--- config.mk ---
export PLATFORM = sky130hd
export DESIGN_NAME = decode_cycle
export DESIGN_NICKNAME = d
export VERILOG_FILES = /design/src/rtl/cpu_pkg.sv /design/src/rtl/control_unit.sv /design/src/rtl/decode_cycle.sv
export SDC_FILE = /design/constraint.sdc
export NUM_CORES = 1
export LEC_CHECK = 0
export CAP_MARGIN = 20
export CORE_ASPECT_RATIO = 1.1
export CORE_MARGIN = 3
export CORE_UTILIZATION = 47
export DETAILED_ROUTE_END_ITERATION = 16
export PLACE_DENSITY = 0.69
export SYNTH_ARGS = -nofsm -noshare
export SYNTH_HDL_FRONTEND = slang
export SYNTH_SLANG_ARGS = --single-unit
--- constraint.sdc ---
create_clock -name clk -period 13.37 [get_ports clk]
set_input_delay 4.011 -clock clk [delete_from_list [all_inputs] [get_ports clk]]
set_output_delay 4.011 -clock clk [all_outputs]
set_load 0.02 [all_outputs]
--- src/rtl/cpu_pkg.sv ---
// Shared CPU definitions: opcode map, ResultSrc and ALUControl encodings,
// and the decoded-control and ID/EX bundle layouts.
// No ports. Imported by control_unit and decode_cycle.
package cpu_pkg;

    // Opcode map, InstrD[32:28]. 0x0E..0x1F are undefined and decode as illegal.
    localparam logic [4:0] OP_NOP  = 5'h00;
    localparam logic [4:0] OP_ADD  = 5'h01;
    localparam logic [4:0] OP_SUB  = 5'h02;
    localparam logic [4:0] OP_AND  = 5'h03;
    localparam logic [4:0] OP_OR   = 5'h04;
    localparam logic [4:0] OP_XOR  = 5'h05;
    localparam logic [4:0] OP_SLL  = 5'h06;
    localparam logic [4:0] OP_SRL  = 5'h07;
    localparam logic [4:0] OP_ADDI = 5'h08;
    localparam logic [4:0] OP_LDR  = 5'h09;
    localparam logic [4:0] OP_STR  = 5'h0A;
    localparam logic [4:0] OP_BEQ  = 5'h0B;
    localparam logic [4:0] OP_BNE  = 5'h0C;
    localparam logic [4:0] OP_JMP  = 5'h0D;

    // Writeback result mux select.
    typedef enum logic [1:0] {
        RES_ALU = 2'b00,
        RES_MEM = 2'b01,
        RES_PC4 = 2'b10
    } result_src_e;

    // ALU operation select.
    typedef enum logic [3:0] {
        ALU_ADD = 4'd0,
        ALU_SUB = 4'd1,
        ALU_AND = 4'd2,
        ALU_OR  = 4'd3,
        ALU_XOR = 4'd4,
        ALU_SLL = 4'd5,
        ALU_SRL = 4'd6
    } alu_ctl_e;

    typedef struct packed {
        logic        reg_write;
        logic        mem_write;
        logic        branch;
        logic        branch_ne;
        logic        jump;
        logic        alu_src;
        logic        illegal;
        result_src_e result_src;
        alu_ctl_e    alu_ctl;
    } ctrl_t;

    // Everything the ID/EX pipeline register carries.
    typedef struct packed {
        logic [31:0] rd1;
        logic [31:0] rd2;
        logic [31:0] imm_ext;
        logic [3:0]  rs1;
        logic [3:0]  rs2;
        logic [3:0]  rd;
        logic [8:0]  pc;
        logic [8:0]  pc_plus4;
        ctrl_t       ctrl;
    } idex_t;

    function automatic logic [31:0] sign_ext16(input logic [15:0] imm);
        return {{16{imm[15]}}, imm};
    endfunction

endpackage

--- src/rtl/control_unit.sv ---
// Opcode-to-control decoder.
// Latency: purely combinational. Backpressure: none (no state).
// Ports: op_i (5-bit opcode) -> ctrl_o (decoded control bundle).
module control_unit
    import cpu_pkg::*;
(
    input  logic [4:0] op_i,
    output ctrl_t      ctrl_o
);

    always_comb begin
        ctrl_o            = '0;
        ctrl_o.result_src = RES_ALU;
        ctrl_o.alu_ctl    = ALU_ADD;
        case (op_i)
            OP_NOP: ;
            OP_ADD: begin ctrl_o.reg_write = 1'b1; ctrl_o.alu_ctl = ALU_ADD; end
            OP_SUB: begin ctrl_o.reg_write = 1'b1; ctrl_o.alu_ctl = ALU_SUB; end
            OP_AND: begin ctrl_o.reg_write = 1'b1; ctrl_o.alu_ctl = ALU_AND; end
            OP_OR:  begin ctrl_o.reg_write = 1'b1; ctrl_o.alu_ctl = ALU_OR;  end
            OP_XOR: begin ctrl_o.reg_write = 1'b1; ctrl_o.alu_ctl = ALU_XOR; end
            OP_SLL: begin ctrl_o.reg_write = 1'b1; ctrl_o.alu_ctl = ALU_SLL; end
            OP_SRL: begin ctrl_o.reg_write = 1'b1; ctrl_o.alu_ctl = ALU_SRL; end
            OP_ADDI: begin
                ctrl_o.reg_write = 1'b1;
                ctrl_o.alu_src   = 1'b1;
            end
            OP_LDR: begin
                ctrl_o.reg_write  = 1'b1;
                ctrl_o.alu_src    = 1'b1;
                ctrl_o.result_src = RES_MEM;
            end
            OP_STR: begin
                ctrl_o.mem_write = 1'b1;
                ctrl_o.alu_src   = 1'b1;
            end
            // Branches compare by subtraction in EX.
            OP_BEQ: begin
                ctrl_o.branch  = 1'b1;
                ctrl_o.alu_ctl = ALU_SUB;
            end
            OP_BNE: begin
                ctrl_o.branch    = 1'b1;
                ctrl_o.branch_ne = 1'b1;
                ctrl_o.alu_ctl   = ALU_SUB;
            end
            // JMP links: writes PC+1 to rd.
            OP_JMP: begin
                ctrl_o.jump       = 1'b1;
                ctrl_o.reg_write  = 1'b1;
                ctrl_o.result_src = RES_PC4;
            end
            default: ctrl_o.illegal = 1'b1;
        endcase
    end

endmodule

--- src/rtl/decode_cycle.sv ---
// Decode stage: 16x32 register file, control decode, and the ID/EX register.
// Latency: 1 cycle InstrD -> E outputs. Backpressure: StallE holds ID/EX, FlushE bubbles it (flush wins).
// Ports: clk, rst (sync active-low); InstrD/PCD/PCPlus4D in; writeback RegWriteW/RDW/ResultW;
//        StallE/FlushE; E-stage operands, indices, PCs and control out.
// Build option: DECODE_BYPASS_EN makes a same-cycle writeback visible to the register read.
module decode_cycle
    import cpu_pkg::*;
(
    input  logic        clk,
    input  logic        rst,
    input  logic [32:0] InstrD,
    input  logic [8:0]  PCD,
    input  logic [8:0]  PCPlus4D,
    input  logic        RegWriteW,
    input  logic [3:0]  RDW,
    input  logic [31:0] ResultW,
    input  logic        StallE,
    input  logic        FlushE,
    output logic [31:0] RD1E,
    output logic [31:0] RD2E,
    output logic [31:0] ImmExtE,
    output logic [3:0]  RS1E,
    output logic [3:0]  RS2E,
    output logic [3:0]  RDE,
    output logic [8:0]  PCE,
    output logic [8:0]  PCPlus4E,
    output logic        RegWriteE,
    output logic        MemWriteE,
    output logic        BranchE,
    output logic        BranchNeE,
    output logic        JumpE,
    output logic        ALUSrcE,
    output logic        IllegalE,
    output logic [1:0]  ResultSrcE,
    output logic [3:0]  ALUControlE
);

    logic [4:0]  op;
    logic [3:0]  rd, rs1, rs2;
    logic [15:0] imm16;

    assign op    = InstrD[32:28];
    assign rd    = InstrD[27:24];
    assign rs1   = InstrD[23:20];
    assign rs2   = InstrD[19:16];
    assign imm16 = InstrD[15:0];

    ctrl_t ctrl;

    control_unit u_control_unit (
        .op_i   (op),
        .ctrl_o (ctrl)
    );

    // Register file. Entry 0 is cleared on reset and never written; reads of
    // index 0 are forced to zero regardless.
    logic [31:0] regs_q [16];

    always_ff @(posedge clk) begin
        if (!rst) begin
            for (int i = 0; i < 16; i++) begin
                regs_q[i] <= '0;
            end
        end else if (RegWriteW && (RDW != 4'd0)) begin
            regs_q[RDW] <= ResultW;
        end
    end

    logic [31:0] rd1_d, rd2_d;

    always_comb begin
        rd1_d = (rs1 == 4'd0) ? '0 : regs_q[rs1];
        rd2_d = (rs2 == 4'd0) ? '0 : regs_q[rs2];
`ifdef DECODE_BYPASS_EN
        // Write-through: a writeback landing this edge is seen by this read.
        if (RegWriteW && (rs1 != 4'd0) && (RDW == rs1)) rd1_d = ResultW;
        if (RegWriteW && (rs2 != 4'd0) && (RDW == rs2)) rd2_d = ResultW;
`endif
    end

    // ID/EX register.
    idex_t idex_d, idex_q;

    always_comb begin
        idex_d          = '0;
        idex_d.rd1      = rd1_d;
        idex_d.rd2      = rd2_d;
        idex_d.imm_ext  = sign_ext16(imm16);
        idex_d.rs1      = rs1;
        idex_d.rs2      = rs2;
        idex_d.rd       = rd;
        idex_d.pc       = PCD;
        idex_d.pc_plus4 = PCPlus4D;
        idex_d.ctrl     = ctrl;
    end

    // Priority: reset, then flush (bubble), then stall (hold).
    always_ff @(posedge clk) begin
        if (!rst) begin
            idex_q <= '0;
        end else if (FlushE) begin
            idex_q <= '0;
        end else if (!StallE) begin
            idex_q <= idex_d;
        end
    end

    assign RD1E        = idex_q.rd1;
    assign RD2E        = idex_q.rd2;
    assign ImmExtE     = idex_q.imm_ext;
    assign RS1E        = idex_q.rs1;
    assign RS2E        = idex_q.rs2;
    assign RDE         = idex_q.rd;
    assign PCE         = idex_q.pc;
    assign PCPlus4E    = idex_q.pc_plus4;
    assign RegWriteE   = idex_q.ctrl.reg_write;
    assign MemWriteE   = idex_q.ctrl.mem_write;
    assign BranchE     = idex_q.ctrl.branch;
    assign BranchNeE   = idex_q.ctrl.branch_ne;
    assign JumpE       = idex_q.ctrl.jump;
    assign ALUSrcE     = idex_q.ctrl.alu_src;
    assign IllegalE    = idex_q.ctrl.illegal;
    assign ResultSrcE  = idex_q.ctrl.result_src;
    assign ALUControlE = idex_q.ctrl.alu_ctl;

endmodule

==> impl_metrics.ini <==
[cts]
cts_hold_buf = 0
clkLatencyLatePin_ps = 610
cts_max_path_buffers = 3
path_clk_slew_ps = 60
cts_resized = 0
cts_setup_buffers = 0
htreeDepth = 3
clock_sinks = 634
root_buffer = clkbuf_16
tritoncts = yes
numCtsBuffers = 68

[pwr]
total_power_mw = 4.713
leakagePower_nw = 12.52
ir_drop_mv = 0.09328
powerDensity_nw_per_um2 = 130.6

[drt]
drcViolationCount = 0
ant_nets = 0
drt-vias-per-instance = 6.136
wirelength_um = 88280
vias = 18990
first_iter_violations = 2110
wl_per_cell_um = 28.52
dr.pass1.iters = 6

[logic_synthesis]
synth_cells = 2026
ys_ff_latch = 634
synthTopCellsByCount = edfxtp_1 (512), and2_1 (481), mux4_2 (256), dfxtp_1 (122), mux2i_1 (108)
synth-async-reset-ratio = 0
synth-edff-count = 512
synthTopCellsByArea = edfxtp_1 (50%), mux4_2 (19%), and2_1 (9.8%), dfxtp_1 (7.9%), mux2i_1 (3.5%)
ys_seq_area_frac = 0.5788
yosys_warnings = 0
netlist.area_leader.share = 0.4995
synth_flop_cell = edfxtp_1
synth_area_um2 = 30780
synthMostInstantiatedCell = edfxtp_1
yosysUniqueCellTypes = 36
syn_avg_cell_area_um2 = 15.19
synth_top_area_cell = edfxtp_1

[timing]
hold_viol_final = 0
tns_ps = 0
fin_ws_ps = 6604
timing.hold.ws_ps = 464.5
fin_worst_skew_ps = 27.55
slew_violations = 0
min_period_over_period = 0.5061
worst_pin_slew_ps = 1108
period_needed_ps = 6766
setup_viol = 0
fmax_mhz = 147.8
rsz0062_at_grt = false
relSlewSlack = 0.2615

[place]
placed_area_um2 = 33770
pre_cts_ws_ps = 5930
placed_cells = 2967
dp_hpwl_um = 50150
io_buffers = 229
gp_congestion = 0.8146

[setup_path]
path_buf_inv = 2
cp.required_ps = 13580
cp_slowest_cell = nand2b_2
critPathTopFamily = simple AND/OR/NAND/NOR gates
critPathArrivalTime_ps = 6980
cp-start-kind = input port
criticalPathCategory = in2reg
cp-end-kind = flop
crit_fanout = 33
max_stage_delay_ps = 940
path_cells = buf_2 > nand4b_1 > nor3_4 > buf_4 > nand2b_2

[global_routing]
grt_usage = 0.2582
antenna_found_initial = 4
grt_pass1_wl_um = 130200
grt-ovfl-total = 0
grt_pass1_vias = 19940
grt_max_degree = 82

[layout]
syn_to_final_growth_pct = 17.24
fin_cells = 3095
drive_gt1_frac = 0.2124
num-nets-final = 2289
utilization = 0.5621
fin_area_um2 = 36090

[die]
start_util = 0.4794
boundaryPins = 231
row_count = 97
design.core.area_um2 = 64200
dieArea_um2 = 68600
die_h_um = 274.4
dieWidth_um = 250

[worst_hold_path]
min_path_type = reg2reg

[flow_run]
cap_violations = 0

[status]
outcome = finished clean
==> power breakdown <==
group	switching [mW]	internal (mW)	leakage, nW
logic	0.251	0.222	5.51
clock network	0.785	1.15	1.12
registers	0.0594	2.24	5.88
==> final timing paths <==
check	startpoint	slack (ps)	endpoint	cells past startpoint
worst max register to register	regs_q[12][1]	11830	RD2E[1]	3
worst min-delay path	ALUControlE[2]	460	ALUControlE[2]	2
worst max-delay path	rst	6600	regs_q[4][25]	5
worst min register to register	ALUControlE[2]	460	ALUControlE[2]	2
==> cells by family (layout without fill, tap and decap cells) <==
| family | after synthesis | count (layout) | synth area share |
|---|---|---|---|
| AND/OR/NAND/NOR | 656 | 656 | 0.1226 |
| flip-flops | 634 | 634 | 0.5788 |
| multiplexers | 364 | 364 | 0.2224 |
| buffers and inverters | 211 | 404 | 0.03402 |
| AO/OA/AOI/OAI | 160 | 160 | 0.04195 |
| other | 1 | 36 | 0.0001218 |
==> area by class of cell <==
cell class                 count  area (µm²)
antenna                        3       7.507
tap                          841        1052
sequential                   634       17820
timing repair buffer         273        2628
fill                        4964       28120
multi-input combinational   1213       12260
inverter                       7       26.28
clock buffer                  88        1922
clock inverter                36       370.4
==> state kept, by name, indices dropped and copies added (netlist names), 3 cells and up <==
name	count
ALUControlE	3
ImmExtE	16
RDE	4
RS1E	4
PCE	9
RS2E	4
regs_q	512
RD2E	32
RD1E	32
PCPlus4E	9
==> placed cells by master, fill, tap and decap left out, types with 2 or more instances in the layout <==
cell,Yosys,final
inv_2,1,2
nand4_1,2,2
buf_6,14,4
clkinvlp_4,0,2
conb_1,1,33
mux2i_1,108,108
inv_6,0,3
diode_2,0,3
clkbuf_16,0,72
mux4_2,256,256
clkbuf_1,105,10
dfxtp_1,122,122
nand3_1,4,4
nand2b_1,8,4
a21oi_1,11,11
nand2_1,77,77
buf_4,20,46
nand4b_1,2,2
a22oi_1,66,66
clkdlybuf4s50_1,0,221
nor2_2,0,12
nand2b_2,0,4
o21ai_1,5,2
o211ai_1,34,34
nor3_1,5,4
nor2_1,65,52
clkinv_1,0,13
clkbuf_8,0,6
and2_1,481,481
o211ai_2,30,30
edfxtp_1,512,512
bufinv_16,0,7
nor3_4,0,6
inv_1,6,5
clkinv_2,0,10
o21ai_4,0,12
==> worst reg2reg max path: stages, from the launching register on <==
cell	delay (ps)
edfxtp_1	390
mux4_2	480
a22oi_1	390
o211ai_2	140
==> routing by layer <==
metal  track usage  wire (µm)
met5             0          7
met4       0.09444       2721
met3       0.04933       7795
met2        0.4345      43770
met1        0.3363      33990
Power figures use the tool's default switching activity.
